===== config.mk =====
export PLATFORM = sky130hd
export DESIGN_NAME = neuron_layer_sched_flat
export DESIGN_NICKNAME = d
export VERILOG_FILES = /design/src/rtl/neuron_layer_sched_pkg.sv /design/src/rtl/neuron_layer_sched_if.sv /design/src/rtl/neuron_layer_sched_sigmoid.sv /design/src/rtl/neuron_layer_sched.sv /design/src/flat_wrapper.sv
export SDC_FILE = /design/constraint.sdc
export NUM_CORES = 1
export LEC_CHECK = 0
export CAP_MARGIN = 40
export CORE_MARGIN = 2
export CORE_UTILIZATION = 70
export DETAILED_ROUTE_END_ITERATION = 12
export DONT_BUFFER_PORTS = 1
export PLACE_DENSITY = 0.86
export SYNTH_ARGS = -nofsm -noshare
export SYNTH_HDL_FRONTEND = slang
export SYNTH_SLANG_ARGS = --single-unit

===== constraint.sdc =====
create_clock -name clk -period 9.55 [get_ports clk]
set_input_delay 0.955 -clock clk [delete_from_list [all_inputs] [get_ports clk]]
set_output_delay 0.955 -clock clk [all_outputs]
set_load 0.05 [all_outputs]

===== src/rtl/neuron_layer_sched_pkg.sv =====
// Shared types and constants for the time-multiplexed Q3.4 neuron layer.
// Holds the FSM state enum, config field selects and the sigmoid step thresholds.
package nn_pkg;

  localparam int DEFAULT_DATA_WIDTH = 8;
  localparam int DEFAULT_FRAC_BITS  = 4;

  typedef enum logic [2:0] {
    IDLE,
    LOAD,
    MUL,
    SHIFT,
    ADD,
    ACT,
    STORE,
    DONE
  } state_t;

  // Low two bits of cfg_addr pick the per-neuron field; 3 is ignored.
  localparam logic [1:0] SEL_W1   = 2'd0;
  localparam logic [1:0] SEL_W2   = 2'd1;
  localparam logic [1:0] SEL_BIAS = 2'd2;

  // The sigmoid output is an integer 0..16, so it steps up 16 times.
  localparam int SIG_STEPS = 16;

  // Smallest ACC at which round(16*sigmoid(a/16)) reaches k, i.e. ceil(16*ln((2k-1)/(33-2k))).
  function automatic int sig_threshold(input int k);
    case (k)
      1:       sig_threshold = -54;
      2:       sig_threshold = -36;
      3:       sig_threshold = -26;
      4:       sig_threshold = -20;
      5:       sig_threshold = -15;
      6:       sig_threshold = -10;
      7:       sig_threshold = -6;
      8:       sig_threshold = -2;
      9:       sig_threshold = 3;
      10:      sig_threshold = 7;
      11:      sig_threshold = 11;
      12:      sig_threshold = 16;
      13:      sig_threshold = 21;
      14:      sig_threshold = 27;
      15:      sig_threshold = 37;
      default: sig_threshold = 55;
    endcase
  endfunction

endpackage


===== src/rtl/neuron_layer_sched_if.sv =====
// Handshake, config and result bus of the neuron layer scheduler.
// master = the side feeding samples and config; slave = the layer itself.
interface neuron_layer_sched_if #(
  parameter int DATA_WIDTH  = 8,
  parameter int NUM_NEURONS = 4
);
  localparam int ADDR_WIDTH = $clog2(NUM_NEURONS) + 2;

  logic                                in_valid;
  logic                                in_ready;
  logic signed [DATA_WIDTH-1:0]        X1;
  logic signed [DATA_WIDTH-1:0]        X2;

  logic                                cfg_we;
  logic [ADDR_WIDTH-1:0]               cfg_addr;
  logic signed [DATA_WIDTH-1:0]        cfg_data;

  logic                                out_valid;
  logic                                out_ready;
  logic [NUM_NEURONS*DATA_WIDTH-1:0]   Y;

  modport master (
    output in_valid, X1, X2, cfg_we, cfg_addr, cfg_data, out_ready,
    input  in_ready, out_valid, Y
  );

  modport slave (
    input  in_valid, X1, X2, cfg_we, cfg_addr, cfg_data, out_ready,
    output in_ready, out_valid, Y
  );

endinterface


===== src/rtl/neuron_layer_sched_sigmoid.sv =====
// Combinational Q3.4 sigmoid: ACC in, round(16/(1+exp(-a/16))) out (0..16).
// Built as a thermometer of fixed thresholds so it saturates at 0 and 16 naturally.
module sigmoid_q34
  import nn_pkg::*;
#(
  parameter int ACC_WIDTH = DEFAULT_DATA_WIDTH + 2,
  parameter int OUT_WIDTH = DEFAULT_DATA_WIDTH
) (
  input  logic signed [ACC_WIDTH-1:0] acc,
  output logic        [OUT_WIDTH-1:0] y
);

  logic [SIG_STEPS-1:0] step_hit;

  genvar gi;
  generate
    for (gi = 0; gi < SIG_STEPS; gi++) begin : g_step
      localparam logic signed [ACC_WIDTH-1:0] TH = ACC_WIDTH'(sig_threshold(gi + 1));
      assign step_hit[gi] = (acc >= TH);
    end
  endgenerate

  always_comb begin
    y = '0;
    for (int i = 0; i < SIG_STEPS; i++) begin
      y = y + OUT_WIDTH'(step_hit[i]);
    end
  end

endmodule


===== src/rtl/neuron_layer_sched.sv =====
// Two-input neuron layer: NUM_NEURONS neurons share one multiply/shift/add/sigmoid
// datapath, stepping through LOAD, then MUL..STORE once per neuron.
module neuron_layer_sched
  import nn_pkg::*;
#(
  parameter int DATA_WIDTH  = DEFAULT_DATA_WIDTH,
  parameter int FRAC_BITS   = DEFAULT_FRAC_BITS,
  parameter int NUM_NEURONS = 4
) (
  input  logic                 clk,
  input  logic                 rst,
  input  logic                 En,
  neuron_layer_sched_if.slave  bus,
  output logic                 busy
);

  localparam int ADDR_WIDTH = $clog2(NUM_NEURONS) + 2;
  localparam int SEL_IDX_W  = ADDR_WIDTH - 2;
  localparam int IDX_WIDTH  = (NUM_NEURONS > 1) ? $clog2(NUM_NEURONS) : 1;
  localparam int ACC_WIDTH  = DATA_WIDTH + 2;
  localparam int PROD_WIDTH = 2 * DATA_WIDTH;

  localparam logic [IDX_WIDTH-1:0]         LAST_IDX = IDX_WIDTH'(NUM_NEURONS - 1);
  localparam logic signed [DATA_WIDTH-1:0] W_ONE    = DATA_WIDTH'(1 << FRAC_BITS);

  state_t state_reg;
  state_t state_next;

  logic [IDX_WIDTH-1:0]          idx_reg;
  logic signed [DATA_WIDTH-1:0]  x1_reg;
  logic signed [DATA_WIDTH-1:0]  x2_reg;
  logic signed [PROD_WIDTH-1:0]  p1_reg;
  logic signed [PROD_WIDTH-1:0]  p2_reg;
  logic signed [ACC_WIDTH-1:0]   acc_reg;
  logic signed [ACC_WIDTH-1:0]   acc_next;
  logic [DATA_WIDTH-1:0]         yb_reg;
  logic [DATA_WIDTH-1:0]         yb_next;
  logic [DATA_WIDTH-1:0]         y_reg [NUM_NEURONS];

  logic signed [DATA_WIDTH-1:0]  w1_reg   [NUM_NEURONS];
  logic signed [DATA_WIDTH-1:0]  w2_reg   [NUM_NEURONS];
  logic signed [DATA_WIDTH-1:0]  bias_reg [NUM_NEURONS];

  logic                          cfg_en;
  logic [SEL_IDX_W-1:0]          cfg_idx;
  logic [1:0]                    cfg_sel;

  // ---------------------------------------------------------------- FSM
  always_ff @(posedge clk) begin
    if (!rst) begin
      state_reg <= IDLE;
    end else if (En) begin
      state_reg <= state_next;
    end
  end

  always_comb begin
    state_next    = state_reg;
    bus.in_ready  = 1'b0;
    bus.out_valid = 1'b0;
    busy          = 1'b1;
    case (state_reg)
      IDLE: begin
        busy         = 1'b0;
        bus.in_ready = 1'b1;
        if (bus.in_valid) begin
          state_next = LOAD;
        end
      end
      LOAD:  state_next = MUL;
      MUL:   state_next = SHIFT;
      SHIFT: state_next = ADD;
      ADD:   state_next = ACT;
      ACT:   state_next = STORE;
      STORE: state_next = (idx_reg == LAST_IDX) ? DONE : MUL;
      DONE: begin
        bus.out_valid = 1'b1;
        if (bus.out_ready) begin
          state_next = IDLE;
        end
      end
      default: state_next = IDLE;
    endcase
  end

  // ---------------------------------------------------------------- config
  assign cfg_en  = En && bus.cfg_we && (state_reg == IDLE);
  assign cfg_idx = bus.cfg_addr[ADDR_WIDTH-1:2];
  assign cfg_sel = bus.cfg_addr[1:0];

  always_ff @(posedge clk) begin
    if (!rst) begin
      for (int i = 0; i < NUM_NEURONS; i++) begin
        w1_reg[i]   <= W_ONE;
        w2_reg[i]   <= W_ONE;
        bias_reg[i] <= W_ONE;
      end
    end else if (cfg_en) begin
      for (int i = 0; i < NUM_NEURONS; i++) begin
        if (cfg_idx == SEL_IDX_W'(i)) begin
          case (cfg_sel)
            SEL_W1:   w1_reg[i]   <= bus.cfg_data;
            SEL_W2:   w2_reg[i]   <= bus.cfg_data;
            SEL_BIAS: bias_reg[i] <= bus.cfg_data;
            default:  ;
          endcase
        end
      end
    end
  end

  // ---------------------------------------------------------------- datapath
  // Only the low DATA_WIDTH bits of each scaled product contribute, so overflow wraps.
  assign acc_next = ACC_WIDTH'(bias_reg[idx_reg])
                  + ACC_WIDTH'($signed(p1_reg[DATA_WIDTH-1:0]))
                  + ACC_WIDTH'($signed(p2_reg[DATA_WIDTH-1:0]));

  sigmoid_q34 #(
    .ACC_WIDTH (ACC_WIDTH),
    .OUT_WIDTH (DATA_WIDTH)
  ) u_sigmoid (
    .acc (acc_reg),
    .y   (yb_next)
  );

  always_ff @(posedge clk) begin
    if (!rst) begin
      idx_reg <= '0;
      x1_reg  <= '0;
      x2_reg  <= '0;
      p1_reg  <= '0;
      p2_reg  <= '0;
      acc_reg <= '0;
      yb_reg  <= '0;
      for (int i = 0; i < NUM_NEURONS; i++) begin
        y_reg[i] <= '0;
      end
    end else if (En) begin
      case (state_reg)
        IDLE: begin
          if (bus.in_valid) begin
            x1_reg  <= bus.X1;
            x2_reg  <= bus.X2;
            idx_reg <= '0;
          end
        end
        MUL: begin
          p1_reg <= PROD_WIDTH'(x1_reg) * PROD_WIDTH'(w1_reg[idx_reg]);
          p2_reg <= PROD_WIDTH'(x2_reg) * PROD_WIDTH'(w2_reg[idx_reg]);
        end
        SHIFT: begin
          p1_reg <= p1_reg >>> FRAC_BITS;
          p2_reg <= p2_reg >>> FRAC_BITS;
        end
        ADD:   acc_reg <= acc_next;
        ACT:   yb_reg  <= yb_next;
        STORE: begin
          y_reg[idx_reg] <= yb_reg;
          if (idx_reg != LAST_IDX) begin
            idx_reg <= idx_reg + 1'b1;
          end
        end
        default: ;
      endcase
    end
  end

  genvar gi;
  generate
    for (gi = 0; gi < NUM_NEURONS; gi++) begin : g_y
      assign bus.Y[gi*DATA_WIDTH +: DATA_WIDTH] = y_reg[gi];
    end
  endgenerate

endmodule

===== src/flat_wrapper.sv =====
// flat-port wrapper written by rule: the top's interface ports become plain ports
module neuron_layer_sched_flat import nn_pkg::*;
#(
  parameter int DATA_WIDTH  = DEFAULT_DATA_WIDTH,
  parameter int FRAC_BITS   = DEFAULT_FRAC_BITS,
  parameter int NUM_NEURONS = 4
)
  (clk, rst, En, busy, bus_in_valid, bus_X1, bus_X2, bus_cfg_we, bus_cfg_addr, bus_cfg_data, bus_out_ready, bus_in_ready, bus_out_valid, bus_Y);
  neuron_layer_sched_if #(.DATA_WIDTH(DATA_WIDTH), .NUM_NEURONS(NUM_NEURONS)) bus_i ();
  input  logic clk;
  input  logic rst;
  input  logic En;
  output logic busy;
  input wire logic [$bits(bus_i.in_valid)-1:0] bus_in_valid;
  input wire logic [$bits(bus_i.X1)-1:0] bus_X1;
  input wire logic [$bits(bus_i.X2)-1:0] bus_X2;
  input wire logic [$bits(bus_i.cfg_we)-1:0] bus_cfg_we;
  input wire logic [$bits(bus_i.cfg_addr)-1:0] bus_cfg_addr;
  input wire logic [$bits(bus_i.cfg_data)-1:0] bus_cfg_data;
  input wire logic [$bits(bus_i.out_ready)-1:0] bus_out_ready;
  output wire logic [$bits(bus_i.in_ready)-1:0] bus_in_ready;
  output wire logic [$bits(bus_i.out_valid)-1:0] bus_out_valid;
  output wire logic [$bits(bus_i.Y)-1:0] bus_Y;
  assign bus_i.in_valid = bus_in_valid;
  assign bus_i.X1 = bus_X1;
  assign bus_i.X2 = bus_X2;
  assign bus_i.cfg_we = bus_cfg_we;
  assign bus_i.cfg_addr = bus_cfg_addr;
  assign bus_i.cfg_data = bus_cfg_data;
  assign bus_i.out_ready = bus_out_ready;
  assign bus_in_ready = bus_i.in_ready;
  assign bus_out_valid = bus_i.out_valid;
  assign bus_Y = bus_i.Y;
  neuron_layer_sched #(.DATA_WIDTH(DATA_WIDTH), .FRAC_BITS(FRAC_BITS), .NUM_NEURONS(NUM_NEURONS)) u_core (.clk(clk), .rst(rst), .En(En), .bus(bus_i), .busy(busy));
endmodule

==> out/summary.txt, run 1 <==
Status -> finished, final reports clean
Crit path cell chain -> buf_4 > mux2_2 > o21ai_1 > or2_2 > fa_1 > fa_1 > inv_1 > fa_1 > inv_1 > fa_1 > inv_1 > ha_1 > nand3_1 > o221a_2 > o21ai_0 > nor4_1 > a311oi_1 > o22ai_1
N_diodes -> 0
Core area -> 19,600 um^2
Vias in the first global route -> 10,200
Most common cell after layout, fill and taps aside -> inv_1
Post-CTS Setup Inserts -> 0
CTS resizes -> 0
# rows -> 51
Sequential area share after synthesis -> 0.347
Commonest cells after routing, fill and taps aside -> 199 x inv_1, 191 x and2_1, 129 x fa_1
Commonest register cell after synthesis -> edfxtp_1
Period minus WS final -> 6050 ps
Post-route DRC -> 0
R2r worst-path depth -> 18
First-pass GRT wire length -> 50.9 mm
Clock latency on the worst-skew pair -> 450 ps
Post-synth ARST share -> 0
Via count -> 9,743
Fmax -> 0.165 GHz
Startpoint Class -> flip-flop
CP Max Fanout -> 26
Critical Path End -> u_core.p1_reg[13]
First drt pass iteration count -> 6
CP arrival -> 6370 ps
Worst Path Required -> 9860 ps
Slew HR -> 0.415
Layout area overhead -> 5.82%
Total Routing Usage GR -> 0.304
Met1 Use GR -> 0.383
Fillers -> 1,251
Reg clk slew, reported paths -> 80 ps
Maximum Capacitance Violations -> 0
Root buffer cell -> clkbuf_16
Setup_tns -> 0 ps
GRT Residual Overflow -> 0
Grt peak-use layer -> met2
Final Hold Fails -> 0
Final setup vio count -> 0
Synthesized area per cell -> 10.2 um^2
Share of cells above drive strength 1 -> 0.0683
Pwr dens -> 136 nW/um^2
CTS buffer count -> 17
Post-Syn Instances -> 1,380
Total power draw -> 2.03 mW
Fin nets -> 1,599
R2R setup slack -> 3500 ps
Leakage -> 6.16 nW
CP Class -> reg2reg
CTS tree -> built
Max-slew violation count -> 0
CP dominant cell by count -> fa_1
Average wire per standard cell -> 18.5 um
GP Congestion -> 0.903
IO Count -> 69
FF+latch count, synth -> 186
Worst vdd ir -> 126 uV
Die ar. -> 21,300 um^2
Initial antenna violation count -> 0
Cts hold-fix bufs -> 0
IO buf count -> 0
Synthesized area -> 14,100 um^2
Cell variety after synth -> 63
Ys Warns -> 0
Htree depth -> 4
Initial Utilization -> 0.719
Vias/cell -> 5.93
CP max stage cell -> o21ai_1
Clock skew -> 11.8 ps
Reg2reg end -> u_core.p1_reg[13]
Fin crit share -> 0.634
Largest net degree at the start of global routing -> 47
Routing usage on met3 -> 0.0577
Antenna viol nets, final -> 0
Drt total wl -> 30.4 mm
Met2 Use GR -> 0.536
DP HPWL -> 22.7 mm
Sinks on Clock Net -> 186
Die W -> 146 um
Die height -> 146 um
Worst-Margin Slew -> 872 ps
CP Capture Type -> flip-flop
Post-synth EDFFs -> 116
RSZ-0062 raised after global routing -> false
CTS Buffer Depth -> 2
Crit path largest cell delay -> 680 ps
First DRT Iteration DRCs -> 759
Hold Path Stages -> 2
Hold Crit Class -> reg2reg
## worst min path at each step
stage,from,slack [ps],end
2_1_floorplan,u_core.p1_reg[9],430,u_core.p1_reg[9]
3_3_place_gp,u_core.p1_reg[9],440,u_core.p1_reg[9]
3_5_place_dp,u_core.p1_reg[8],450,u_core.p1_reg[8]
4_1_cts,u_core.p1_reg[8],460,u_core.p1_reg[8]
5_1_grt,u_core.p2_reg[9],500,u_core.p2_reg[9]
6_report,u_core.p1_reg[8],460,u_core.p1_reg[8]
## per-stage QoR
stage | area (um^2) | hold WS [ps] | setup WS [ps] | std cells | utilization
global placement | 14200 | 445 | 3780 | 1601 | 0.726
CTS | 14900 | 463 | 3500 | 1642 | 0.761
finish | 14900 | 462 | 3500 | 1642 | 0.761
global route | 14900 | 503 | 3190 | 1642 | 0.761
detailed placement | 14300 | 453 | 3710 | 1610 | 0.730
floorplan | 14100 | 432 | 4140 | 1391 | -
## worst max-delay path, delay by kind of cell (launching register included)
family,cells,cell delay [ps]
multiplexers,1,390
buffers and inverters,4,530
AO/OA/AOI/OAI,5,1790
flip-flops,1,320
adder cells (fa/ha/maj),5,2420
AND/OR/NAND/NOR,3,470
## synthesized netlist by cell type, types with 5 or more instances
cell type | instances | share of area
inv_1 | 199 | 0.053
and2_1 | 191 | 0.085
fa_1 | 129 | 0.18
edfxtp_1 | 116 | 0.25
nand2_1 | 101 | 0.027
ha_1 | 72 | 0.064
dfxtp_1 | 70 | 0.099
a21oi_1 | 67 | 0.024
nor2_1 | 65 | 0.017
o21ai_0 | 41 | 0.015
clkbuf_1 | 38 | 0.010
xnor2_1 | 33 | 0.021
mux4_2 | 22 | 0.035
nand2b_1 | 18 | 0.0080
o221ai_1 | 15 | 0.0093
buf_4 | 14 | 0.0075
or3_1 | 14 | 0.0062
nand3_1 | 13 | 0.0046
nor3_1 | 12 | 0.0043
a211oi_1 | 11 | 0.0059
buf_2 | 11 | 0.0039
o21a_1 | 11 | 0.0059
and3_1 | 10 | 0.0044
mux2i_1 | 10 | 0.0071
a31oi_1 | 7 | 0.0031
nor2b_1 | 7 | 0.0031
a21o_1 | 6 | 0.0032
o21bai_1 | 6 | 0.0032
o22ai_1 | 6 | 0.0027
a311oi_1 | 5 | 0.0031
## final cells by class
class                      instances  area [um^2]  share of cell area
multi-input combinational        938         8170               0.548
inverter                         202          758              0.0509
tap                              265          332              0.0222
clock buffer                      17          425              0.0285
timing repair buffer              19          150              0.0101
sequential                       186         4880               0.328
clock inverter                    15          189              0.0127
## layer usage
layer	vias to the layer above	wire [um]
met4	0	710
met2	411	15700
met5	-	0
li1	4505	-
met3	69	2040
met1	4758	12000
## where the power goes
part | total (mW) | switching (mW) | internal, mW
clock | 0.719 | 0.360 | 0.358
combinational | 0.398 | 0.242 | 0.156
sequential | 0.911 | 0.0351 | 0.876
## kinds of logic after synthesis
logic type / after synthesis / synth area share
AOI/OAI and AO/OA: 195 / 0.0863
and+or+nand+nor: 460 / 0.177
DFF: 186 / 0.347
other: 1 / 0.000266
muxes: 34 / 0.0439
xor gates and xnor gates: 36 / 0.0224
adders and majority gates: 201 / 0.247
buffers and inverters: 267 / 0.0764
Power figures use the tool's default switching activity.
==> run 2, diff against run 1 <==
--- a/config.mk
+++ b/config.mk
@@ -7,10 +7,10 @@
 export LEC_CHECK = 0
 export CAP_MARGIN = 40
 export CORE_MARGIN = 2
-export CORE_UTILIZATION = 70
+export CORE_UTILIZATION = 66
 export DETAILED_ROUTE_END_ITERATION = 12
 export DONT_BUFFER_PORTS = 1
-export PLACE_DENSITY = 0.86
+export PLACE_DENSITY = 0.82
 export SYNTH_ARGS = -nofsm -noshare
 export SYNTH_HDL_FRONTEND = slang
 export SYNTH_SLANG_ARGS = --single-unit
==> constraint.sdc (replaced) <==
create_clock -name clk -period 6 [get_ports clk]
set_input_delay 0.6 -clock clk [delete_from_list [all_inputs] [get_ports clk]]
set_output_delay 0.6 -clock clk [all_outputs]
set_load 0.05 [all_outputs]
==> out/summary.txt, run 2 (synthesis gave the netlist of run 1 again) <==
Drt total wl -> 30.6 mm (+0.50%)
Setup_tns -> 0 ps (unchanged)
DP Area -> 14,400 um^2 (+0.60%)
Clock latency on the worst-skew pair -> 460 ps (about the same)
Initial Utilization -> 0.672 (-0.0468)
N_diodes -> 0 (unchanged)
Fin nets -> 1,605 (+0.38%)
CP arrival -> 5920 ps (-450 ps)
CP Max Fanout -> 26 (unchanged)
Switching pwr -> 1.05 mW (+65%)
RSZ-0062 raised after global routing -> false
Worst-Margin Slew -> 752 ps (-120 ps)
Htree depth -> 4 (unchanged)
Initial antenna violation count -> 0 (unchanged)
Die ar. -> 22,500 um^2 (+5.9%)
Average wire per standard cell -> 18.4 um (-0.47%)
First-pass GRT wire length -> 49.3 mm (-3.3%)
Layout area overhead -> 6.63%
Die W -> 150 um (+2.9%)
GP Congestion -> 0.890 (-1.4%)
Fmax -> 0.179 GHz (+8.2%)
First DRT Iteration DRCs -> 807 (+6.3%)
Vias in the first global route -> 9,675 (-5.0%)
Final instance area -> 15,000 um^2 (+0.76%)
Largest net degree at the start of global routing -> 41 (-13%)
Total Routing Usage GR -> 0.285 (-0.0183)
Clock skew -> 16.1 ps (+4.28 ps)
Met1 Use GR -> 0.372 (-0.0112)
Root buffer cell -> clkbuf_16
CP Capture Type -> flip-flop
GRT Residual Overflow -> 0 (unchanged)
Period minus WS final -> 5600 ps (-457 ps)
Sw frac -> 0.321 (+0.00660)
Crit path largest cell delay -> 620 ps (-60 ps)
Die height -> 150 um (+2.9%)
Commonest cells after routing, fill and taps aside -> 199 x inv_1, 191 x and2_1, 129 x fa_1
Worst path bufs/invs -> 5 (+1)
Total power draw -> 3.28 mW (+62%)
Vias/cell -> 5.88 (-0.97%)
Fin crit share -> 0.933 (+0.299)
Grt peak-use layer -> met2
First drt pass iteration count -> 7 (+1)
Status -> finished, final reports clean
Clk pwr share -> 0.366 (+0.011)
IO Count -> 69 (unchanged)
CTS resizes -> 0 (unchanged)
Post-route DRC -> 0 (unchanged)
Share of cells above drive strength 1 -> 0.0723 (+0.00404)
Leakage -> 6.21 nW (+0.86%)
Worst Path Required -> 6330 ps (-3530 ps)
Antenna viol nets, final -> 0 (unchanged)
Internal Power -> 2.23 mW (+60%)
Final setup vio count -> 0 (unchanged)
Max-slew violation count -> 0 (unchanged)
Top delay family on crit path -> adder cells
Routing usage on met3 -> 0.0576 (-0.000104)
Met2 Use GR -> 0.479 (-0.0569)
Post-layout util -> 0.717 (-0.0441)
CTS buffer count -> 17 (unchanged)
Most common cell after layout, fill and taps aside -> inv_1
CP Class -> reg2reg
IO buf count -> 0 (unchanged)
Worst vdd ir -> 192 uV (+52%)
Pwr dens -> 218 nW/um^2 (+61%)
Hold Crit Class -> in2reg
Startpoint Class -> flip-flop
Maximum Capacitance Violations -> 0 (unchanged)
Cts hold-fix bufs -> 0 (unchanged)
Crit path cell chain -> buf_12 > mux4_2 > and2_1 > fa_1 > inv_1 > fa_1 > inv_1 > fa_1 > inv_1 > fa_1 > inv_1 > ha_1 > a2111o_1 > o22ai_1 > nor4b_1 > a311oi_1 > o22ai_1
Core area -> 21,000 um^2 (+7.0%)
CTS tree -> built
Slew HR -> 0.495 (+0.0804)
Via count -> 9,743 (unchanged)
Sinks on Clock Net -> 186 (unchanged)
Part of the power in registers -> 0.441 (-0.008)
# rows -> 53 (+3.9%)
Post-CTS Setup Inserts -> 0 (unchanged)
CTS Buffer Depth -> 2 (unchanged)
CP max stage cell -> mux4_2
DP HPWL -> 22.9 mm (+0.56%)
Combinational Power Share -> 0.193 (-0.003)
Reg clk slew, reported paths -> 80 ps (about the same)
Final Hold Fails -> 0 (unchanged)
## run 2: changes by cell type in the layout (fill, tap and decap cells not counted), moves of 2 or more
cell / previous run / this run
inv_12: 2 / 4
buf_4: 12 / 14
buf_2: 5 / 7
inv_6: 1 / 4
inv_8: 4 / 0
## run 2: through the flow
stage | hold WS (ps) | setup WS, ps | cells
3_5_place_dp | 448 | 389 | 1626
6_report | 271 | 403 | 1658
5_1_grt | 260 | 98.4 | 1658
3_3_place_gp | 440 | 533 | 1613
4_1_cts | 270 | 390 | 1658
2_1_floorplan | 432 | 590 | 1391
## run 2: worst paths after layout
kind                          from                end  slack [ps]  depth (start not counted)
setup reg to reg         flip-flop  u_core.p2_reg[14]         400                         17
hold / removal           bus_X1[2]   u_core.x1_reg[2]         270                          2
hold reg to reg   u_core.p1_reg[9]   u_core.p1_reg[9]         460                          2
setup / recovery         flip-flop  u_core.p2_reg[14]         400                         17
## run 2: area by class of cell
| class | instances | area, um^2 |
|---|---|---|
| clock buffers | 17 | 425 |
| clock inverters | 15 | 218 |
| inverters | 202 | 758 |
| fillers | 1436 | 5930 |
| multi-input cells | 938 | 8170 |
| flip-flops and latches | 186 | 4880 |
| well taps | 275 | 344 |
| repair buffers | 25 | 223 |
## run 2: power by group through the flow
stage	Clock (mW)	Sequential (mW)	Combinational (mW)
finish	1.20	1.45	0.634
global route	1.26	1.45	0.718
CTS	1.21	1.45	0.638
detailed placement	0	1.47	0.629
global placement	0	1.47	0.603
floorplan	0	1.46	0.516
## run 2: metal layers
metal | vias up | routed length, um
met5 | - | 0
met2 | 334 | 15300
met1 | 4821 | 12700
met4 | 0 | 846
met3 | 56 | 1730
li1 | 4532 | -
